<file path="config.mk">
export PLATFORM = sky130hd
export DESIGN_NAME = bmd_to_req_flat
export DESIGN_NICKNAME = d
export VERILOG_FILES = /design/src/rtl/bmd_to_req_pkg.sv /design/src/rtl/bmd_to_req_if.sv /design/src/rtl/bmd_np_tracker.sv /design/src/rtl/bmd_to_req.sv /design/src/flat_wrapper.sv
export SDC_FILE = /design/constraint.sdc
export NUM_CORES = 1
export LEC_CHECK = 0
export ABC_CLOCK_PERIOD_IN_PS = 2960
export CORE_ASPECT_RATIO = 0.6
export CORE_MARGIN = 2
export CORE_UTILIZATION = 30
export DETAILED_ROUTE_END_ITERATION = 16
export PLACE_DENSITY = 0.49
export SETUP_SLACK_MARGIN = 0.05
export SYNTH_ARGS = -nofsm -noshare
export SYNTH_HDL_FRONTEND = slang
export SYNTH_HIERARCHICAL = 1
export SYNTH_SLANG_ARGS = --single-unit
</file>
<file path="constraint.sdc">
create_clock -name clk -period 2.96 [get_ports clk]
set_clock_uncertainty 0.2 [all_clocks]
set_input_delay 0.444 -clock clk [delete_from_list [all_inputs] [get_ports clk]]
set_output_delay 0.444 -clock clk [all_outputs]
set_load 0.05 [all_outputs]
</file>
<file path="src/rtl/bmd_to_req_pkg.sv">
`default_nettype none
// ============================================================================
// Module : bmd_to_req_pkg
// Brief  : Shared message codes and FSM state encoding for the turn-off requester.
// Rev    : 1.0  initial release
// ============================================================================
package bmd_to_req_pkg;

    localparam logic [7:0] PME_TURN_OFF_CODE = 8'h19;

    typedef enum logic [2:0] {
        TO_IDLE     = 3'd0,
        TO_DRAIN    = 3'd1,
        TO_SEND     = 3'd2,
        TO_WAIT_ACK = 3'd3,
        TO_DONE     = 3'd4,
        TO_TMO      = 3'd5
    } to_state_e;

endpackage
`default_nettype wire

</file>
<file path="src/rtl/bmd_to_req_if.sv">
`default_nettype none
// ============================================================================
// Module : bmd_to_req_if
// Brief  : Message handshake between the turn-off requester and the TX/RX engines.
// Rev    : 1.0  initial release
// ============================================================================
interface bmd_to_req_if;

    logic       msg_req_o;
    logic [7:0] msg_code_o;
    logic       msg_ack_i;
    logic       pme_to_ack_i;

    modport master (
        output msg_req_o,
        output msg_code_o,
        input  msg_ack_i,
        input  pme_to_ack_i
    );

    modport slave (
        input  msg_req_o,
        input  msg_code_o,
        output msg_ack_i,
        output pme_to_ack_i
    );

endinterface
`default_nettype wire

</file>
<file path="src/rtl/bmd_np_tracker.sv">
`default_nettype none
// ============================================================================
// Module : bmd_np_tracker
// Brief  : Saturating up/down count of outstanding non-posted requests.
// Rev    : 1.0  initial release
// ============================================================================
module bmd_np_tracker #(
    parameter int OUT_W = 4
) (
    input  wire logic             clk,
    input  wire logic             rst,
    input  wire logic             issue_i,
    input  wire logic             done_i,
    output logic      [OUT_W-1:0] count_o
);

    logic [OUT_W-1:0] count_q;
    logic [OUT_W-1:0] count_d;

    // Simultaneous issue and completion cancel; both ends clamp instead of wrapping.
    always_comb begin
        count_d = count_q;
        if (issue_i && !done_i && (count_q != '1)) begin
            count_d = count_q + OUT_W'(1);
        end else if (done_i && !issue_i && (count_q != '0)) begin
            count_d = count_q - OUT_W'(1);
        end
    end

    always_ff @(posedge clk) begin
        if (rst) begin
            count_q <= '0;
        end else begin
            count_q <= count_d;
        end
    end

    assign count_o = count_q;

endmodule
`default_nettype wire

</file>
<file path="src/rtl/bmd_to_req.sv">
`default_nettype none
// ============================================================================
// Module : bmd_to_req
// Brief  : PME_Turn_Off requester: drain NP requests, send the message, await ack.
// Rev    : 1.0  initial release
// ============================================================================
module bmd_to_req
    import bmd_to_req_pkg::*;
#(
    parameter int OUT_W   = 4,
    parameter int TMO_W   = 20,
    parameter int TMO_CYC = 1000000
) (
    input  wire logic             clk,
    input  wire logic             rst,
    input  wire logic             turnoff_req_i,
    input  wire logic             np_req_issue_i,
    input  wire logic             np_cpl_done_i,
    bmd_to_req_if.master          msg_if,
    output logic                  busy_o,
    output logic                  turnoff_done_o,
    output logic                  turnoff_tmo_o,
    output logic      [OUT_W-1:0] outstanding_o
);

    to_state_e        state_q;
    to_state_e        state_d;
    logic [TMO_W-1:0] tmo_cnt_q;
    logic [TMO_W-1:0] tmo_cnt_d;
    logic [OUT_W-1:0] outstanding;
    logic             tmo_hit;

    bmd_np_tracker #(
        .OUT_W (OUT_W)
    ) u_np_tracker (
        .clk     (clk),
        .rst     (rst),
        .issue_i (np_req_issue_i),
        .done_i  (np_cpl_done_i),
        .count_o (outstanding)
    );

    assign tmo_hit = (tmo_cnt_q == TMO_W'(TMO_CYC - 1));

    always_comb begin
        state_d = state_q;
        case (state_q)
            TO_IDLE: begin
                if (turnoff_req_i) state_d = TO_DRAIN;
            end
            TO_DRAIN: begin
                if (!turnoff_req_i)          state_d = TO_IDLE;
                else if (outstanding == '0)  state_d = TO_SEND;
                else if (tmo_hit)            state_d = TO_TMO;
            end
            TO_SEND: begin
                // Once presented, the request stays up until the TX engine takes it.
                if (msg_if.msg_ack_i) state_d = turnoff_req_i ? TO_WAIT_ACK : TO_IDLE;
            end
            TO_WAIT_ACK: begin
                if (!turnoff_req_i)           state_d = TO_IDLE;
                else if (msg_if.pme_to_ack_i) state_d = TO_DONE;
                else if (tmo_hit)             state_d = TO_TMO;
            end
            TO_DONE, TO_TMO: begin
                if (!turnoff_req_i) state_d = TO_IDLE;
            end
            default: state_d = TO_IDLE;
        endcase
    end

    // Counter restarts on entry to a timed state and advances while it stays there.
    always_comb begin
        tmo_cnt_d = '0;
        if ((state_d == state_q) && ((state_q == TO_DRAIN) || (state_q == TO_WAIT_ACK))) begin
            tmo_cnt_d = tmo_cnt_q + TMO_W'(1);
        end
    end

    always_ff @(posedge clk) begin
        if (rst) begin
            state_q   <= TO_IDLE;
            tmo_cnt_q <= '0;
        end else begin
            state_q   <= state_d;
            tmo_cnt_q <= tmo_cnt_d;
        end
    end

    assign msg_if.msg_req_o  = (state_q == TO_SEND);
    assign msg_if.msg_code_o = PME_TURN_OFF_CODE;
    assign busy_o            = (state_q != TO_IDLE);
    assign turnoff_done_o    = (state_q == TO_DONE);
    assign turnoff_tmo_o     = (state_q == TO_TMO);
    assign outstanding_o     = outstanding;

endmodule
`default_nettype wire

</file>
<file path="src/flat_wrapper.sv">
// flat-port wrapper written by rule: the top's interface ports become plain ports
module bmd_to_req_flat import bmd_to_req_pkg::*;
#(
    parameter int OUT_W   = 4,
    parameter int TMO_W   = 20,
    parameter int TMO_CYC = 1000000
)
  (clk, rst, turnoff_req_i, np_req_issue_i, np_cpl_done_i, busy_o, turnoff_done_o, turnoff_tmo_o, outstanding_o, msg_if_msg_req_o, msg_if_msg_code_o, msg_if_msg_ack_i, msg_if_pme_to_ack_i);
  bmd_to_req_if msg_if_i ();
  input  wire logic clk;
  input  wire logic rst;
  input  wire logic turnoff_req_i;
  input  wire logic np_req_issue_i;
  input  wire logic np_cpl_done_i;
  output logic busy_o;
  output logic turnoff_done_o;
  output logic turnoff_tmo_o;
  output logic      [OUT_W-1:0] outstanding_o;
  output wire logic [$bits(msg_if_i.msg_req_o)-1:0] msg_if_msg_req_o;
  output wire logic [$bits(msg_if_i.msg_code_o)-1:0] msg_if_msg_code_o;
  input wire logic [$bits(msg_if_i.msg_ack_i)-1:0] msg_if_msg_ack_i;
  input wire logic [$bits(msg_if_i.pme_to_ack_i)-1:0] msg_if_pme_to_ack_i;
  assign msg_if_msg_req_o = msg_if_i.msg_req_o;
  assign msg_if_msg_code_o = msg_if_i.msg_code_o;
  assign msg_if_i.msg_ack_i = msg_if_msg_ack_i;
  assign msg_if_i.pme_to_ack_i = msg_if_pme_to_ack_i;
  bmd_to_req #(.OUT_W(OUT_W), .TMO_W(TMO_W), .TMO_CYC(TMO_CYC)) u_core (.clk(clk), .rst(rst), .turnoff_req_i(turnoff_req_i), .np_req_issue_i(np_req_issue_i), .np_cpl_done_i(np_cpl_done_i), .msg_if(msg_if_i), .busy_o(busy_o), .turnoff_done_o(turnoff_done_o), .turnoff_tmo_o(turnoff_tmo_o), .outstanding_o(outstanding_o));
endmodule
</file>
==> metrics <==
final setup vio count=0; Synth Cell Area=1560 um2; FP Rows=20; largest net degree at the start of global routing=21; Worst Path Required=roughly 2900 ps; Synth top area share=34.7%; port bufs=14; Slew Limit Fails=0; Lkg Pwr=roughly 0.00054 uW; final period utilization=90.0%; Clock Tree Buf Depth=2; Post-CTS Setup Repair Bufs=0; core area=5030 um2; hpwl dp=2.47 mm; clk root buf=clkbuf_8; Area after DPL=1740 um2; FFs w/ async S/R, synth=0%; TritonCTS clock tree=done; Sink Count=27; Commonest cells post-synth=dfxtp_1 (27), nor2_1 (16), xnor2_1 (13); CP Launch Type=primary input; synth top area cells=dfxtp_1 (35%), xnor2_1 (7.3%), nor3_1 (3.9%); setup TNS=0 ps; routability cong.=0.796; Post-Syn Instances=174; cts bufs inserted=3; FF/Latch Area=541 um2; total die area=5810 um2; DR vias=1268; FMAX=about 0.38 GHz; Synth Flop Type=dfxtp_1; Initial DRC Count=40; status=completed; Worst Tran Pin Value=around 800 ps; Inst Count DP=250; register clock-pin slew on the reported worst setup and hold paths=100 ps; FF+latch count, synth=27; Die X=97.1 um; synth unique cells=51; Routed Antenna Nets=0; design area=1780 um2; cts hold-fix bufs=0; H-tree depth=1; share of layout cells above drive strength 1=13.3%; CP arrival=2630 ps; Setup Crit Path Kind=in2reg; number of max-cap violations=0; Power Density=466 nW/um2; Ys Warns=6; Worst Path Max Fanout=3; Die Ht=59.8 um; Worst VDD drop=roughly 0.00014 V; vias in the first global route=1157; clock latency on the worst-skew pair=280 ps; DR WL/cell=13.1 um; final hold viol count=0; Post-synth EDFFs=0; final worst path period need=2660 ps; first-pass GRT wire length=5.61 mm; total grt overflow=0; antenna violations before repair=0; post-synthesis sequential area ratio=between 30% and 40%; # resized after CTS=0; fin nets=200; worst relative slew slack=a little under half; Detailed Routing Iterations Pass 1=4; multi-input combinational cell area=932 um2; I/O pin cnt=23; final WL=roughly 3.3 mm; Crit. End Element=register; final core utilization=35.4%; ant diodes=0; synth-to-layout area growth=14.4%; routed vias/inst=4.99; Syn Area/Cell=8.96 um2; starting density of the core=between 30% and 40%; DRC Markers=0; Global Route Usage Sum=12.1%; RSZ-0062 raised after global routing=no; FILL cells=523; post-synth top area cell=dfxtp_1; final non-filler cell total=254; most common cell in the netlist=dfxtp_1; min-delay worst type=reg2reg
==> state kept, by name, indices dropped and copies added (netlist names) <==
register                     count
u_core/u_np_tracker/count_o      4
u_core/tmo_cnt_q                20
u_core/state_q                   3
==> cell type report <==
cell class | count | share of cell area [%]
clock inverter | 1 | 0.281
inverter | 5 | 1.05
tap | 66 | 4.63
clock buffer | 3 | 2.32
timing repair buffer | 17 | 9.12
multi-input combinational | 135 | 52.3
sequential | 27 | 30.3
==> power breakdown <==
| part | leakage [uW] | total (uW) | internal (uW) | switching [uW] |
|---|---|---|---|---|
| Sequential | 0.000219 | 404 | 377 | 27.4 |
| Combinational | 0.000300 | 210 | 76.5 | 133 |
| Clock | 0.0000255 | 218 | 94.6 | 123 |
| Total | 0.000544 | 832 | 548 | 284 |
==> per-stage QoR <==
| step | worst slack (ps) | total power, uW | hold slack, ps |
|---|---|---|---|
| 2_1_floorplan | 413 | 570 | 225 |
| 3_3_place_gp | 83.1 | 621 | 300 |
| 3_5_place_dp | 4.87 | 621 | 290 |
| 4_1_cts | 295 | 836 | 309 |
| 5_1_grt | 208 | 875 | 333 |
| 6_report | 297 | 832 | 313 |
==> critical path: stages <==
cell and delay (ps):
clkdlybuf4s50_1 460, or2b_1 240, or2_2 310, ha_1 330
a21oi_1 230, a211oi_2 120, a31oi_1 170, mux2_1 330
==> cells by family (layout without fill, tap and decap cells) <==
kind of cell,after synthesis,in the layout,share of synthesized area [%]
simple gates,83,83,33.1
flops,27,27,34.7
compound gates,23,23,11.3
buf+inv,18,26,6.98
xor+xnor,15,15,8.43
fa+ha+maj,4,4,3.69
other cells,2,8,0.482
mux,2,2,1.36
==> cell usage in the layout, fill, tap and decap left out, drive strengths merged, types with 5 or more instances in the layout <==
cell type	Yosys	layout
or3	5	5
dfxtp	27	27
nand2b	5	5
o21ai	6	6
inv	5	5
nand4	6	6
nand3	6	6
a211oi	6	6
conb	2	8
clkdlybuf4s50	0	14
nand2	9	9
xnor2	13	13
nor2	16	16
nor3	14	14
==> worst paths after layout <==
path / slack, ps / startpoint / depth (start not counted) / end
worst max register to register: 490 / u_core/u_np_tracker/count_o[0] / 7 / u_core/u_np_tracker/count_o[3]
worst max-delay path: 300 / np_req_issue_i / 8 / u_core/u_np_tracker/count_o[3]
worst min register to register: 310 / u_core/state_q[2] / 1 / u_core/state_q[1]
worst min-delay path: 310 / u_core/state_q[2] / 1 / u_core/state_q[1]
==> routing by layer <==
layer	track usage, %	up-vias	wire length (um)
li1	-	642	-
met1	17.4	607	1810
met2	18.3	17	1380
met3	3.86	2	135
met4	1.81	0	10
met5	0	-	0
No activity file was read; power rests on OpenSTA's default activity.
